===== src/rtl/traffic_pkg.sv =====
// Shared lamp codes, controller state encoding and way-index width helper
// for the multi-way traffic controller.
package traffic_pkg;

  localparam logic [1:0] LAMP_OFF    = 2'd0;
  localparam logic [1:0] LAMP_GREEN  = 2'd1;
  localparam logic [1:0] LAMP_YELLOW = 2'd2;
  localparam logic [1:0] LAMP_RED    = 2'd3;

  typedef enum logic [1:0] {
    S_GREEN  = 2'd0,
    S_YELLOW = 2'd1,
    S_ALLRED = 2'd2,
    S_FLASH  = 2'd3
  } state_e;

  // Way index width; never narrower than one bit.
  function automatic int unsigned way_w(input int unsigned n);
    return (n > 2) ? $clog2(n) : 1;
  endfunction

endpackage


===== src/rtl/rr_next_way.sv =====
// Combinational round-robin finder: first requesting way after cur_way_i,
// searching upward with wrap-around (cur_way_i itself is checked last).
module rr_next_way
  import traffic_pkg::*;
#(
  parameter  int unsigned N_WAYS = 4,
  localparam int unsigned WAY_W  = way_w(N_WAYS)
) (
  input  logic [WAY_W-1:0]  cur_way_i,
  input  logic [N_WAYS-1:0] req_i,
  output logic [WAY_W-1:0]  next_way_o,
  output logic              any_req_o
);

  always_comb begin
    logic              found;
    int unsigned       idx;
    logic [N_WAYS-1:0] rot;
    found      = 1'b0;
    idx        = 0;
    rot        = '0;
    next_way_o = cur_way_i;
    any_req_o  = |req_i;
    for (int unsigned k = 1; k <= N_WAYS; k++) begin
      idx = (32'(cur_way_i) + k) % N_WAYS;
      rot = req_i >> idx;
      if (!found && rot[0]) begin
        next_way_o = WAY_W'(idx);
        found      = 1'b1;
      end
    end
  end

endmodule


===== src/rtl/multi_way_traffic_ctrl.sv =====
// N-way intersection signal controller: green/yellow/all-red sequencing with
// actuated skip and rest-in-green, emergency pre-emption and night flash.
module multi_way_traffic_ctrl
  import traffic_pkg::*;
#(
  parameter  int unsigned N_WAYS        = 4,
  parameter  int unsigned GREEN_CYCLES  = 8,
  parameter  int unsigned YELLOW_CYCLES = 3,
  parameter  int unsigned ALLRED_CYCLES = 2,
  parameter  int unsigned FLASH_HALF    = 4,
  localparam int unsigned WAY_W         = way_w(N_WAYS)
) (
  input  logic                  clk,
  input  logic                  rst_n,
  input  logic                  actuated,
  input  logic [N_WAYS-1:0]     req,
  input  logic                  emerg_req,
  input  logic [WAY_W-1:0]      emerg_way,
  input  logic                  flash_en,
  output logic [2*N_WAYS-1:0]   lights,
  output logic [WAY_W-1:0]      active_way,
  output logic                  emerg_ack
);

  localparam int unsigned MAX_GY  = (GREEN_CYCLES > YELLOW_CYCLES) ? GREEN_CYCLES : YELLOW_CYCLES;
  localparam int unsigned MAX_AF  = (ALLRED_CYCLES > FLASH_HALF) ? ALLRED_CYCLES : FLASH_HALF;
  localparam int unsigned MAX_DUR = (MAX_GY > MAX_AF) ? MAX_GY : MAX_AF;
  localparam int unsigned CNT_W   = $clog2(MAX_DUR) + 1;

  localparam logic [CNT_W-1:0] G_LAST  = CNT_W'(GREEN_CYCLES - 1);
  localparam logic [CNT_W-1:0] Y_LAST  = CNT_W'(YELLOW_CYCLES - 1);
  localparam logic [CNT_W-1:0] AR_LAST = CNT_W'(ALLRED_CYCLES - 1);
  localparam logic [CNT_W-1:0] F_LAST  = CNT_W'(FLASH_HALF - 1);

  state_e             state_q, state_d;
  logic [WAY_W-1:0]   cur_way_q, cur_way_d;
  logic [CNT_W-1:0]   cnt_q, cnt_d;
  logic               flash_ph_q, flash_ph_d;

  logic [WAY_W-1:0]   rr_next;
  logic               any_req;
  logic               emerg_vld;
  logic               other_req;
  logic [WAY_W-1:0]   inc_way;

  // Out-of-range emergency targets are treated as no request.
  assign emerg_vld = emerg_req && (32'(emerg_way) < N_WAYS);
  assign other_req = |(req & ~(N_WAYS'(1) << cur_way_q));
  assign inc_way   = (cur_way_q == WAY_W'(N_WAYS - 1)) ? '0 : cur_way_q + WAY_W'(1);

  rr_next_way #(
    .N_WAYS (N_WAYS)
  ) u_rr_next_way (
    .cur_way_i  (cur_way_q),
    .req_i      (req),
    .next_way_o (rr_next),
    .any_req_o  (any_req)
  );

  always_ff @(posedge clk) begin
    if (!rst_n) begin
      state_q    <= S_GREEN;
      cur_way_q  <= '0;
      cnt_q      <= '0;
      flash_ph_q <= 1'b0;
    end else begin
      state_q    <= state_d;
      cur_way_q  <= cur_way_d;
      cnt_q      <= cnt_d;
      flash_ph_q <= flash_ph_d;
    end
  end

  always_comb begin : next_state
    state_d    = state_q;
    cur_way_d  = cur_way_q;
    cnt_d      = cnt_q;
    flash_ph_d = flash_ph_q;
    unique case (state_q)
      S_GREEN: begin
        if ((emerg_vld && emerg_way != cur_way_q) || (flash_en && !emerg_vld)) begin
          state_d = S_YELLOW;
          cnt_d   = '0;
        end else if (emerg_vld) begin
          cnt_d = '0;
        end else if (cnt_q == G_LAST) begin
          // Rest in green (count saturated) while nobody else is waiting.
          if (!(actuated && !other_req)) begin
            state_d = S_YELLOW;
            cnt_d   = '0;
          end
        end else begin
          cnt_d = cnt_q + CNT_W'(1);
        end
      end
      S_YELLOW: begin
        if (cnt_q == Y_LAST) begin
          state_d = S_ALLRED;
          cnt_d   = '0;
        end else begin
          cnt_d = cnt_q + CNT_W'(1);
        end
      end
      S_ALLRED: begin
        if (cnt_q == AR_LAST) begin
          cnt_d = '0;
          if (emerg_vld) begin
            state_d   = S_GREEN;
            cur_way_d = emerg_way;
          end else if (flash_en) begin
            state_d    = S_FLASH;
            flash_ph_d = 1'b0;
          end else begin
            state_d   = S_GREEN;
            cur_way_d = (actuated && any_req) ? rr_next : inc_way;
          end
        end else begin
          cnt_d = cnt_q + CNT_W'(1);
        end
      end
      S_FLASH: begin
        if (!flash_en || emerg_vld) begin
          state_d    = S_ALLRED;
          cnt_d      = '0;
          flash_ph_d = 1'b0;
        end else if (cnt_q == F_LAST) begin
          cnt_d      = '0;
          flash_ph_d = ~flash_ph_q;
        end else begin
          cnt_d = cnt_q + CNT_W'(1);
        end
      end
      default: ;
    endcase
  end

  always_comb begin : outputs
    logic [1:0] code;
    code       = LAMP_RED;
    lights     = '0;
    active_way = cur_way_q;
    for (int unsigned i = 0; i < N_WAYS; i++) begin
      code = LAMP_RED;
      unique case (state_q)
        S_GREEN:  if (WAY_W'(i) == cur_way_q) code = LAMP_GREEN;
        S_YELLOW: if (WAY_W'(i) == cur_way_q) code = LAMP_YELLOW;
        S_FLASH:  code = flash_ph_q ? LAMP_OFF : LAMP_YELLOW;
        default:  code = LAMP_RED;
      endcase
      lights[2*i +: 2] = code;
    end
    emerg_ack = (state_q == S_GREEN) && emerg_vld && (emerg_way == cur_way_q);
  end

endmodule

===== config.mk =====
export PLATFORM = sky130hd
export DESIGN_NAME = multi_way_traffic_ctrl
export DESIGN_NICKNAME = d
export VERILOG_FILES = /design/src/rtl/traffic_pkg.sv /design/src/rtl/rr_next_way.sv /design/src/rtl/multi_way_traffic_ctrl.sv
export SDC_FILE = /design/constraint.sdc
export NUM_CORES = 1
export LEC_CHECK = 0
export CELL_PAD_IN_SITES_DETAIL_PLACEMENT = 1
export CELL_PAD_IN_SITES_GLOBAL_PLACEMENT = 2
export CORE_MARGIN = 10
export CORE_UTILIZATION = 28
export DETAILED_ROUTE_END_ITERATION = 6
export PLACE_DENSITY_LB_ADDON = 0.05
export SYNTH_ARGS = -nofsm -noshare
export SYNTH_HDL_FRONTEND = slang
export SYNTH_SLANG_ARGS = --single-unit

===== constraint.sdc =====
create_clock -name clk -period 2.9 [get_ports clk]
set_input_delay 0.87 -clock clk [delete_from_list [all_inputs] [get_ports clk]]
set_output_delay 0.87 -clock clk [all_outputs]
set_load 0.005 [all_outputs]

==> After elaboration in Yosys (flattened, before gate mapping) <==
Index checks and enable logic that the tools add are counted.
{ "totals": {"reg_bits": 9, "in_bits": 11, "out_inout_bits": 11, "elab_cells": 117} }
{ "op_classes": {"add_sub_neg": 6, "eq_ne": 25, "shifts": 5, "n_mux": 49, "n_bitwise": 3, "n_reduce_logical": 25} }
{ "ops": {"columns": ["op", "n"], "rows": [
  ["$mux 2", 22],
  ["$mux 4", 8],
  ["$pmux 2 s3", 4],
  ["$pmux 4 s4", 1],
  ["$shr 4x2->1", 4],
  ["$mux 1", 12],
  ["$ne 2x2->1 const B", 6],
  ["$ne 3x3->1 const B", 4],
  ["$logic_and 1x1->1", 9],
  ["$eq 4x2->1 const B", 2],
  ["$pmux 2 s4", 1],
  ["$reduce_or 4->1", 2],
  ["$add 2x1->2 const B", 3],
  ["$eq 2x2->1 const B", 3],
  ["$logic_not 1->1", 6],
  ["$ne 6x2->1 const B", 1],
  ["$reduce_and 6->1", 1],
  ["$ne 5x5->1 const B", 1],
  ["$reduce_and 5->1", 1],
  ["$add 2x2->2 const B", 2],
  ["$add 4x1->4 const B", 1],
  ["$and 4x4->4", 1],
  ["$eq 2x2->1 const A", 2],
  ["$eq 4x1->1 const B", 1],
  ["13 further kinds", 15]
]} }

==> Longest topological paths before layout <==
Gate-level depths: netlist of the first run.
{ "depth": {"ltp_word": 15, "ltp_mapped": 8, "mapped_depth_nobuf": 7} }

==> Hierarchy <==
From an unflattened synthesis of the first run, not the netlist that was laid out.
{ "hier_totals": {"cells_unflattened": 119, "area_unflattened_um2": 917.1} }
{ "by_module_without_submodules": {"columns": ["module", "n_inst", "cells_each", "area_each_um2", "seq_area_each_um2"], "rows": [
  ["multi_way_traffic_ctrl", 1, 105, 844.6, 180.2],
  ["rr_next_way", 1, 14, 72.6, 0.0]
]} }

==> Worst setup path after synthesis of the first run <==
No wires, ideal clock.
{ "synth_timing": {"path_type": "flip-flop to flip-flop", "startpoint": "register cur_way_q[1] (netlist: active_way[1])", "endpoint": "register cur_way_q[0] (netlist: active_way[0])", "setup_time_ns": 0.130, "arrival_time_ns": 2.260, "required_time_ns": 2.770, "slack_ns": 0.511, "path_stages_with_launch": 9, "path_buffers": 1, "period_less_slack_ns": 2.389, "cell_sequence": "dfxtp_1 -> clkbuf_1 -> inv_1 -> ha_1 -> mux4_2 -> nor3_1 -> or2_1 -> o311a_1 -> a211oi_2"} }
{ "synth_between": {"elab_chain_cells": 15, "elab_cells_between_ends": 27, "classes_between": "add/sub (4); eq/ne (2); shift (4); mux (10); reduce/logical (7)"} }
{ "synth_lines": {"columns": ["element", "line_no", "source"], "rows": [
  ["start: declaration", "multi_way_traffic_ctrl.sv:36", "logic [WAY_W-1:0] cur_way_q, cur_way_d;"],
  ["start signal: assignment", "multi_way_traffic_ctrl.sv:68", "cur_way_q <= cur_way_d;"],
  ["$add 2x1->2", "rr_next_way.sv:25", "idx = (32'(cur_way_i) + k) % N_WAYS;"],
  ["$shr 4x2->1", "rr_next_way.sv:26", "rot = req_i >> idx;"],
  ["$mux 1", "rr_next_way.sv:27", "if (!found && rot[0]) begin"],
  ["$logic_not 1->1", "rr_next_way.sv:27", null],
  ["$logic_and 1x1->1", "rr_next_way.sv:27", null],
  ["$mux 1", "rr_next_way.sv:27", null],
  ["$logic_not 1->1", "rr_next_way.sv:27", null],
  ["$logic_and 1x1->1", "rr_next_way.sv:27", null],
  ["$mux 1", "rr_next_way.sv:27", null],
  ["$logic_not 1->1", "rr_next_way.sv:27", null],
  ["$logic_and 1x1->1", "rr_next_way.sv:27", null],
  ["$mux 2", "rr_next_way.sv:27", null],
  ["$mux 2", "multi_way_traffic_ctrl.sv:115", "cur_way_d = (actuated && any_req) ? rr_next : inc_way;"],
  ["$mux 2", "multi_way_traffic_ctrl.sv:110", "end else if (flash_en) begin"],
  ["$mux 2", "multi_way_traffic_ctrl.sv:107", "if (emerg_vld) begin"]
]} }
Several ways; a longest one is shown, not always the timed one. The select of a mux whose other input is x is not followed.
A chain may end at the register's enable or synchronous reset.

==> Final worst setup path of the first run <==
{ "layout_timing": {"startpoint": "input port emerg_req", "endpoint": "output port emerg_ack"} }
{ "layout_between": {"elab_chain_cells": 2} }
{ "layout_lines": {"columns": ["element", "line_no", "source"], "rows": [
  ["start: declaration", "multi_way_traffic_ctrl.sv:17", "input logic emerg_req,"],
  ["$logic_and 1x1->1 (2 in a row)", "multi_way_traffic_ctrl.sv:152", "emerg_ack = (state_q == S_GREEN) && emerg_vld && (emerg_way == cur_way_q);"],
  ["end: declaration", "multi_way_traffic_ctrl.sv:22", "output logic emerg_ack"]
]} }
No other way between the ends.

==> metrics.md, run 1 <==
| Metric | Value |
|---|---|
| Status | `completed` |
| Share of cells above drive strength 1 | `between 10% and 20%` |
| H-Tree Level Count | `1` |
| I/O Pins | `22` |
| Dpl cell area | `~1300 um^2` |
| Slew @ Worst Pin | `between 500 and 600 ps` |
| Sw frac | `32.8%` |
| Compound-Gate Fraction of Synth Area | `30.7%` |
| Post-CTS Setup Repair Bufs | `0` |
| Main synth FF type | `dfxtp_1` |
| Vias post-DR | `1082` |
| Clk network pwr share | `between 20% and 30%` |
| Layout net count | `about 180` |
| Cell area after layout | `between 1000 and 1500 um^2` |
| Setup CP Type | `in -> out` |
| FF+latch area | `181 um^2` |
| Worst-path fanout max | `2` |
| Post-synthesis mux area share | `a little under a tenth` |
| First-pass DRT Iterations | `4` |
| Syn Std Cell Area | `~1000 um^2` |
| Fillers | `roughly 420` |
| Die Wd | `about 80 um` |
| Routed Antenna Nets | `0` |
| Met3 GRT Util | `3.60%` |
| Psw | `~120 uW` |
| Later-pin clock latency in the skew report | `about 270 ps` |
| Synthesized area per cell | `7.83 um^2` |
| # DRC | `0` |
| RSZ-0062 raised after global routing | `no` |
| Core area | `approximately 3400 um^2` |
| Nature of the critical path startpoint | `input port` |
| Clock tree sinks | `9` |
| Slowest stage cell, crit path | `clkdlybuf4s50_1` |
| Synth Area in XOR/XNOR | `~1.8%` |
| PwrDens | `271 nW/um^2` |
| Grt total ovfl | `0` |
| Most common cell after layout, fill and taps aside | `clkdlybuf4s50_1` |
| Met2 Use GR | `15.9%` |
| RD Place Congestion | `roughly 0.76` |
| Multi-input gate area | `~770 um^2` |
| Met1 GRT Util | `between 10% and 20%` |
| Tot Pwr | `around 370 uW` |
| Synth Warn # | `0` |
| Die height | `about 80 um` |
| GRT Overall Usage | `9.98%` |
| Utilization after layout | `between 40% and 50%` |
| Post-synth EDFFs | `0` |
| Rel. slew slack | `a little over three fifths` |
| Combinational Power Share | `around a third` |
| Hold Violations, Final | `0` |
| Final std cells w/o fill | `a little over 200` |
| Dpl cells | `199` |
| GR peak layer | `met2` |
| Cells after Synth | `127` |
| DRT iter0 DRCs | `26` |
| Tmin final | `around 2800 ps` |
| Final Skew | `approximately 2.8 ps` |
| Most frequent cells in the layout | `clkdlybuf4s50_1, o21ai_0, buf_4` |
| P&R area growth vs syn | `36.4%` |
| Max frequency | `approximately 360 MHz` |
| Global-route wire length before repair | `between 5 and 6 mm` |
| PortBufs | `21` |
| Drt via density | `5.33` |
| Max Cap Viol | `0` |
| Routed WL | `3.16 mm` |
| Cell Rows | `21` |
| Cell-internal power | `~250 uW` |
| Sequential Power Share | `38.5%` |
| Clk slew on worst S/H paths | `roughly 60 ps` |
| Pins Over Slew Limit | `0` |
| Static leakage | `roughly 0.0005 uW` |
| Yosys reg bits | `9` |
| Ys async rst share | `0%` |
| Diodes inserted | `0` |
| CTS buffer count | `3` |
| # setup viols final | `0` |
| Syn_nets | `145` |
| Simple-gate portion of the synthesized area | `approximately a quarter` |
| Cell chain of the critical path | `clkdlybuf4s50_1 -> nand3_1 -> nor3_2 -> clkdlybuf4s15_2` |
| Post-synthesis sequential area ratio | `a little under a fifth` |
| Min-delay worst type | `reg -> reg` |
| WL/cell | `roughly 16 um` |
| Post-DP HPWL | `2.62 mm` |
| Root buffer cell | `clkbuf_4` |
| Vias in the first global route | `approximately 1100` |
| Antenna violations before repair | `0` |
| Largest net degree at the start of global routing | `17` |
| Slowest stage delay, CP | `500 ps` |
| Worst setup EP type | `output port` |
| Initial Util | `between 20% and 30%` |
| Critical Path RT | `approximately 2000 ps` |
| Worst Path Arrival | `approximately 1900 ps` |
| CTS max path bufs | `2` |
| Synth Area in Adders | `under 10%` |
| CTS tree | `built` |
| Synth unique cells | `43` |
| Largest family of logic cells by synthesized area | `compound AO/OA/AOI/OAI gates` |
| VDD IR max | `0.179 mV` |
| Final Cycle Share | `96.0%` |
| Die ar. | `~6300 um^2` |
[cells in the mapped netlist (2+ instances only)]
cell / instances / area [um^2]
o21ai_0: 13 / 65.1
a21oi_1: 9 / 45.0
dfxtp_1: 9 / 180
inv_1: 9 / 33.8
nor2_1: 9 / 33.8
ha_1: 7 / 87.6
mux2i_1: 5 / 50.1
nand3_1: 5 / 25.0
nor3_1: 5 / 25.0
clkbuf_1: 4 / 15.0
nand2_1: 4 / 15.0
a211oi_1: 3 / 22.5
a21o_1: 3 / 22.5
nand2b_1: 3 / 18.8
nor2b_1: 3 / 18.8
a31oi_1: 2 / 12.5
a32oi_1: 2 / 17.5
mux4_2: 2 / 45.0
nand3b_1: 2 / 15.0
nor3b_1: 2 / 15.0
o211ai_1: 2 / 15.0
or3_1: 2 / 12.5
xnor2_1: 2 / 17.5
[per-layer routing]
layer / share of wire [%] / wire (um)
met1: 50 / 1580
met2: 43 / 1370
met3: 6.0 / 189
met5: 0 / 0
met4: 0.44 / 14
[area by class of cell]
class,count,area share (%)
Tap cell,46,4.24
Multi-Input combinational cell,104,56.5
Sequential cell,9,13.4
Timing Repair Buffer,31,21.5
Clock buffer,4,1.94
Inverter,9,2.49
[logic make-up (layout without fill, tap and decap cells)]
| group | Yosys count | in the layout |
|---|---|---|
| compound gates | 44 | 44 |
| simple gates | 44 | 44 |
| buf+inv | 14 | 44 |
| flops | 9 | 9 |
| fa+ha+maj | 7 | 7 |
| mux | 7 | 7 |
| xor+xnor | 2 | 2 |
[stage by stage]
stage | hold WS (ps) | TNS (ps) | setup slack (ps)
detailed placement | 512 | -305 | -305
finish | 523 | 0 | 117
CTS | 528 | 0 | 3.84
global placement | 515 | -293 | -293
floorplan | 469 | 0 | 511
global route | 570 | 0 | 47.9
[critical path: cells and delay by family]
kind                   cells  cell delay [ps]
buffers and inverters      2              720
and+or+nand+nor            2              330
[flip-flops by register name, indices dropped and copies added, names as in the netlist]
register,cells
cnt_q,4
active_way,2
state_q,2
flash_ph_q,1
[path summary, 6_finish.rpt]
path                      start             to  slack, ps  cells after the start
hold / removal       flash_ph_q     flash_ph_q        520                      2
setup reg to reg  active_way[0]  active_way[0]        530                      7
hold reg to reg      flash_ph_q     flash_ph_q        520                      2
setup / recovery      emerg_req      emerg_ack        120                      4
[power groups by stage]
stage,registers (uW),clock network [uW],logic [uW]
2_1_floorplan,138,0,71.3
3_5_place_dp,144,0,125
5_1_grt,143,113,139
3_3_place_gp,143,0,123
4_1_cts,141,105,126
6_report,141,102,124
[repair_timing]
| item | 4_1_cts | 5_1_grt |
|---|---|---|
| hold endpoints to repair | 0 | 0 |
| gates resized for setup | 3 | 4 |
| pin swaps | 1 | 2 |
| gates cloned | 0 | 0 |
| endpoints found under the setup margin | 1 | 3 |
| hold buffers | 0 | 0 |
Note: power is estimated with default switching activity, not from simulation.
==> inputs of run 2 (changes only) <==
Settings changed: CELL_PAD_IN_SITES_DETAIL_PLACEMENT 1 to default, CELL_PAD_IN_SITES_GLOBAL_PLACEMENT 2 to default, CORE_UTILIZATION 28 to 40.
==> run 2 against run 1 <==
Net effect: clock skew shrank 2.2 ps; clock-buffer cell count unchanged; final area down 4.0%; core utilization increased by 14 points; critical endpoint unchanged.
==> metrics.md, run 2 (synthesis gave the netlist of run 1 again) <==
| Metric | Value |
|---|---|
| Cell chain of the critical path | `clkdlybuf4s50_1 -> xnor2_1 -> nand3_1 -> nor3_2 -> clkbuf_2 (was clkdlybuf4s50_1 -> nand3_1 -> nor3_2 -> clkdlybuf4s15_2)` |
| Drt via density | `5.73 (was 5.33)` |
| Status | `completed (unchanged)` |
| PwrDens | `281 nW/um^2 (was 271 nW/um^2)` |
| Final std cells w/o fill | `184 (was 203)` |
| FF-to-FF setup slack | `490 ps (was 530 ps)` |
| WL/cell | `15.8 um (was 15.5 um)` |
| Dpl cells | `180 (was 199)` |
| # DRC | `0 (unchanged)` |
| Slew @ Worst Pin | `562 ps (was 553 ps)` |
| Worst setup EP type | `output port (unchanged)` |
| Multi-input gate area | `766 um^2 (unchanged)` |
| First-pass DRT Iterations | `4 (unchanged)` |
| Post-CTS Setup Repair Bufs | `0 (unchanged)` |
| PortBufs | `21 (unchanged)` |
| Tmin final | `2770 ps (was 2780 ps)` |
| VDD IR max | `0.307 mV (was 0.179 mV)` |
| CTS buffer count | `3 (unchanged)` |
| Cts hold-fix bufs | `0 (unchanged)` |
| Fin worst setup slack | `131 ps (was 117 ps)` |
| Max FFs per register | `4 (unchanged)` |
| Slowest stage cell, crit path | `clkdlybuf4s50_1 (unchanged)` |
| Routed WL | `2.91 mm (was 3.16 mm)` |
| Max frequency | `361 MHz (was 359 MHz)` |
| Final Cycle Share | `95.5% (was 96.0%)` |
| CTS max path bufs | `2 (unchanged)` |
| RSZ-0062 raised after global routing | `no (unchanged)` |
| Pins Over Slew Limit | `0 (unchanged)` |
| Slowest stage delay, CP | `490 ps (was 500 ps)` |
| RD Place Congestion | `0.800 (was 0.760)` |
| Diodes inserted | `0 (unchanged)` |
| Rel. slew slack | `62.2% (was 62.8%)` |
| HP Start | `flash_ph_q (unchanged)` |
| R2R depth | `7 (unchanged)` |
| H-Tree Level Count | `1 (unchanged)` |
| Layout net count | `173 (was 176)` |
| Tot Pwr | `366 uW (was 367 uW)` |
| FF+latch area | `181 um^2 (unchanged)` |
| Crit path buffers/inverters | `2 (unchanged)` |
| Cell Rows | `18 (was 21)` |
| Largest delay share family, worst path | `buffers and inverters (unchanged)` |
| Later-pin clock latency in the skew report | `270 ps (about the same)` |
| I/O Pins | `22 (unchanged)` |
| Cell area after layout | `1300 um^2 (was 1360 um^2)` |
| Setup CP Type | `in -> out (unchanged)` |
| Min-delay worst type | `reg -> reg (unchanged)` |
| Nature of the critical path startpoint | `input port (unchanged)` |
| Vias in the first global route | `1019 (was 1084)` |
| Clock tree sinks | `9 (unchanged)` |
| Routed Antenna Nets | `0 (unchanged)` |
| GRT Overall Usage | `11.5% (was 9.98%)` |
| Worst R2R Start | `active_way[1] (was active_way[0])` |
| Most common cell after layout, fill and taps aside | `clkdlybuf4s50_1 (unchanged)` |
| Critical Path RT | `2030 ps (about the same)` |
| Hold Violations, Final | `0 (unchanged)` |
| # setup viols final | `0 (unchanged)` |
| Die height | `69.9 um (was 79.6 um)` |
| Worst Path Arrival | `1900 ps (was 1910 ps)` |
| Vias post-DR | `1054 (was 1082)` |
| Final Skew | `0.589 ps (was 2.84 ps)` |
| P&R area growth vs syn | `30.9% (was 36.4%)` |
| Worst slack, placed | `-288 ps (was -305 ps)` |
| Global-route wire length before repair | `4.87 mm (was 5.22 mm)` |
| Antenna violations before repair | `0 (unchanged)` |
| Worst R2R End | `active_way[0] (unchanged)` |
| DRT iter0 DRCs | `92 (was 26)` |
| Biggest register | `cnt_q (unchanged)` |
| WHS Path Cells | `2 (unchanged)` |
| Static leakage | `0.000484 uW (was 0.000514 uW)` |
| Die ar. | `4880 um^2 (was 6340 um^2)` |
| Dpl cell area | `1270 um^2 (was 1320 um^2)` |
| Post-DP HPWL | `2.28 mm (was 2.62 mm)` |
| Grt total ovfl | `0 (unchanged)` |
| Max Cap Viol | `0 (unchanged)` |
| Clk slew on worst S/H paths | `70 ps (was 60 ps)` |
| Fillers | `247 (was 415)` |
| Most frequent cells in the layout | `clkdlybuf4s50_1, o21ai_0, nor2_1, a21oi_1, inv_1 (was clkdlybuf4s50_1, o21ai_0, buf_4)` |
| CTS tree | `built (unchanged)` |
| Root buffer cell | `clkbuf_4 (unchanged)` |
| Die Wd | `69.9 um (was 79.6 um)` |
| Worst-path fanout max | `2 (unchanged)` |
| Initial Util | `40.9% (was 29.3%)` |
| Core area | `2430 um^2 (was 3390 um^2)` |
| Hold Path End | `flash_ph_q (unchanged)` |
| Largest net degree at the start of global routing | `18 (was 17)` |
| Share of cells above drive strength 1 | `13.6% (was 15.3%)` |
## run 2: cell count changes in the layout (fill, tap and decap cells not counted), sizes merged
cell,previous run,this run
buf,10,7
clkbuf,4,5
clkdlybuf4s15,1,0
clkdlybuf4s50,18,20
dlymetal6s2s,2,0
## run 2: worst reg2reg max path: stages (launching register included)
cell and delay [ps]:
dfxtp_2 440, inv_1 140, ha_1 430, mux4_2 550, nor3_1 350, or2_1 160, o311a_1 170, a211oi_2 50
## run 2: report_power, final
group	internal (uW)	switching, uW	total, uW
Sequential	129	12.6	142
Combinational	62.8	57.1	120
Clock	53.3	50.7	104
## run 2: cell type report
| class | instances | share of cell area [%] |
|---|---|---|
| clock buffer | 4 | 2.02 |
| inverter | 9 | 2.59 |
| multi-input combinational | 104 | 58.8 |
| sequential | 9 | 13.9 |
| tap | 30 | 2.88 |
| timing repair buffer | 28 | 19.8 |
## run 2: worst max-delay path by stage
stage                              from       endpoint  slack, ps  cells after the start
after floorplan           active_way[1]  active_way[0]        510                      8
after global placement     emerg_way[0]      emerg_ack       -270                      5
after detailed placement   emerg_way[0]      emerg_ack       -290                      5
after CTS                 active_way[1]      lights[2]          8                      4
after global routing         state_q[1]      lights[3]         40                      3
final                      emerg_way[0]      emerg_ack        130                      5
## run 2: through the flow
step,util [%],setup TNS (ps),hold slack (ps)
5_1_grt,53.5,0,547
3_3_place_gp,52.4,-270,498
3_5_place_dp,52.4,-288,506
6_report,53.5,0,524
2_1_floorplan,-,0,469
4_1_cts,53.5,0,520
## run 2: layer usage
metal  up-vias  track usage [%]  part of all wire (%)
met5         -                0                     0
met4         0             1.32                  0.24
met3         2             4.52                   5.6
met2        23             18.6                    45
met1       493             14.2                    49
li1        536                -                     -
## run 2: timing repair
item / CTS / global route
endpoints found under the setup margin: 1 / 5
gates resized for setup: 2 / 3
pin swaps: 1 / 1
==> inputs of run 3 (changes only) <==
Settings changed: DONT_BUFFER_PORTS from default to 1.
==> run 3 against run 2 <==
Net effect: non-clock buffer count decreased by 26; combinational power is 35% lower; die area stayed put.
==> metrics.md, run 3 (synthesis gave the netlist of run 1 again) <==
| Metric | Value |
|---|---|
| Status | `completed (unchanged)` |
| Cts hold-fix bufs | `0 (unchanged)` |
| I/O Pins | `22 (unchanged)` |
| Fillers | `265 (was 247)` |
| Biggest register | `cnt_q (unchanged)` |
| PwrDens | `303 nW/um^2 (was 281 nW/um^2)` |
| Worst R2R Start | `active_way[1] (unchanged)` |
| Slowest stage cell, crit path | `mux4_2 (was clkdlybuf4s50_1)` |
| Max frequency | `441 MHz (was 361 MHz)` |
| Launch point of the critical path | `active_way[1] (was emerg_way[0])` |
| Hold Violations, Final | `0 (unchanged)` |
| R2R depth | `7 (unchanged)` |
| Tmin final | `2270 ps (was 2770 ps)` |
| Initial Util | `40.9% (unchanged)` |
| Static leakage | `0.000372 uW (was 0.000484 uW)` |
| Rel. slew slack | `65.1% (was 62.2%)` |
| Final Skew | `3.70 ps (was 0.589 ps)` |
| H-Tree Level Count | `1 (unchanged)` |
| PortBufs | `0 (was 21)` |
| Worst R2R End | `active_way[0] (unchanged)` |
| Post-CTS Setup Repair Bufs | `0 (unchanged)` |
| Crit path buffers/inverters | `1 (was 2)` |
| Routed Antenna Nets | `0 (unchanged)` |
| Worst hold slack | `521 ps (was 524 ps)` |
| CTS tree | `built (unchanged)` |
| Slew @ Worst Pin | `517 ps (was 562 ps)` |
| First-pass DRT Iterations | `4 (unchanged)` |
| Worst Path Arrival | `2410 ps (was 1900 ps)` |
| Setup TNS | `0 ps (unchanged)` |
| Pins Over Slew Limit | `0 (unchanged)` |
| WL/cell | `17.2 um (was 15.8 um)` |
| Antenna violations before repair | `0 (unchanged)` |
| RD Place Congestion | `0.799 (was 0.800)` |
| Largest delay share family, worst path | `multiplexers (was buffers and inverters)` |
| Nature of the critical path startpoint | `register (was input port)` |
| CTS buffer count | `3 (unchanged)` |
| Worst-path fanout max | `6 (was 2)` |
| Post-DP HPWL | `2.15 mm (was 2.28 mm)` |
| Later-pin clock latency in the skew report | `260 ps (was 270 ps)` |
| Most frequent cells in the layout | `o21ai_0, nor2_1, a21oi_1, inv_1, dfxtp_1 (was clkdlybuf4s50_1, o21ai_0, nor2_1, a21oi_1, inv_1)` |
| Max Cap Viol | `0 (unchanged)` |
| FF-to-FF setup slack | `630 ps (was 490 ps)` |
| RSZ-0062 raised after global routing | `no (unchanged)` |
| Worst setup EP type | `register (was output port)` |
| CTS max path bufs | `2 (unchanged)` |
| Routed WL | `2.71 mm (was 2.91 mm)` |
| Global-route wire length before repair | `4.60 mm (was 4.87 mm)` |
| FF+latch area | `180 um^2 (was 181 um^2)` |
| Cts repair resizes | `0 (was 2)` |
| GRT Overall Usage | `11.0% (was 11.5%)` |
| P&R area growth vs syn | `5.91% (was 30.9%)` |
| Clock tree sinks | `9 (unchanged)` |
| Share of cells above drive strength 1 | `10.2% (was 13.6%)` |
| Min-delay worst type | `reg -> reg (unchanged)` |
| Critical Path RT | `3040 ps (was 2030 ps)` |
| Vias post-DR | `949 (was 1054)` |
| Tot Pwr | `319 uW (was 366 uW)` |
| Hold Path End | `flash_ph_q (unchanged)` |
| Root buffer cell | `clkbuf_4 (unchanged)` |
| Setup CP Type | `reg -> reg (was in -> out)` |
| Slowest stage delay, CP | `550 ps (was 490 ps)` |
| Die Wd | `69.9 um (unchanged)` |
| Max FFs per register | `4 (unchanged)` |
| Layout net count | `147 (was 173)` |
| Die ar. | `4880 um^2 (unchanged)` |
| Multi-input gate area | `761 um^2 (was 766 um^2)` |
| Drt via density | `6.01 (was 5.73)` |
| WHS Path Cells | `2 (unchanged)` |
| # DRC | `0 (unchanged)` |
| HP Start | `flash_ph_q (unchanged)` |
| Diodes inserted | `0 (unchanged)` |
| Clk slew on worst S/H paths | `60 ps (was 70 ps)` |
| Grt total ovfl | `0 (unchanged)` |
| DRT iter0 DRCs | `57 (was 92)` |
| VDD IR max | `0.235 mV (was 0.307 mV)` |
| Vias in the first global route | `893 (was 1019)` |
| Most common cell after layout, fill and taps aside | `o21ai_0 (was clkdlybuf4s50_1)` |
| # setup viols final | `0 (unchanged)` |
| Core area | `2430 um^2 (unchanged)` |
| Die height | `69.9 um (unchanged)` |
| Largest net degree at the start of global routing | `18 (unchanged)` |
| Final Cycle Share | `78.2% (was 95.5%)` |
| Cell chain of the critical path | `inv_1 -> ha_1 -> mux4_2 -> nor3_1 -> or2_1 -> o311a_1 -> a211oi_2 (was clkdlybuf4s50_1 -> xnor2_1 -> nand3_1 -> nor3_2 -> clkbuf_2)` |
| Cell Rows | `18 (unchanged)` |
## run 3: cell types whose count changed in the layout (fill, tap and decap cells not counted)
cell	previous run	this run
clkbuf_2	1	0
dfxtp_2	1	0
nor3_2	1	0
dfxtp_1	8	9
clkdlybuf4s50_1	20	0
nor3_1	4	5
buf_4	7	2
## run 3: area by class of cell
type	instances	area share, %
Tap cell	30	3.56
Inverter	9	3.21
Timing Repair Buffer	2	1.43
Sequential cell	9	17.1
Multi-Input combinational cell	104	72.2
Clock buffer	4	2.49
## run 3: how the worst max path moves through the flow
stage | end | slack (ps) | cells after the start
2_1_floorplan | active_way[0] | 510 | 8
3_3_place_gp | emerg_ack | 650 | 3
3_5_place_dp | emerg_ack | 610 | 3
4_1_cts | emerg_ack | 610 | 3
5_1_grt | active_way[0] | 510 | 7
6_report | active_way[0] | 630 | 7
## run 3: layer usage
metal	track usage, %	vias up	share of wire [%]
met2	16.1	19	43
met3	4.80	2	5.9
met4	1.97	0	0.52
li1	-	487	-
met5	0	-	0
met1	14.5	441	50
## run 3: worst min-delay path: stages (launching register included)
cell and delay (ps):
dfxtp_1 350, a32oi_1 60, nor2_1 70
## run 3: power breakdown
group,switching (uW),internal (uW)
Clock,46.1,53.2
Combinational,41.5,37.0
Sequential,12.6,129
Total,100,219
## run 3: per-stage QoR
| stage | area, um^2 | std cells | utilization [%] | setup slack [ps] |
|---|---|---|---|---|
| floorplan | 995 | 127 | - | 511 |
| global placement | 1030 | 154 | 42.2 | 649 |
| detailed placement | 1030 | 154 | 42.2 | 614 |
| CTS | 1050 | 158 | 43.3 | 614 |
| global route | 1050 | 158 | 43.3 | 510 |
| finish | 1050 | 158 | 43.3 | 632 |
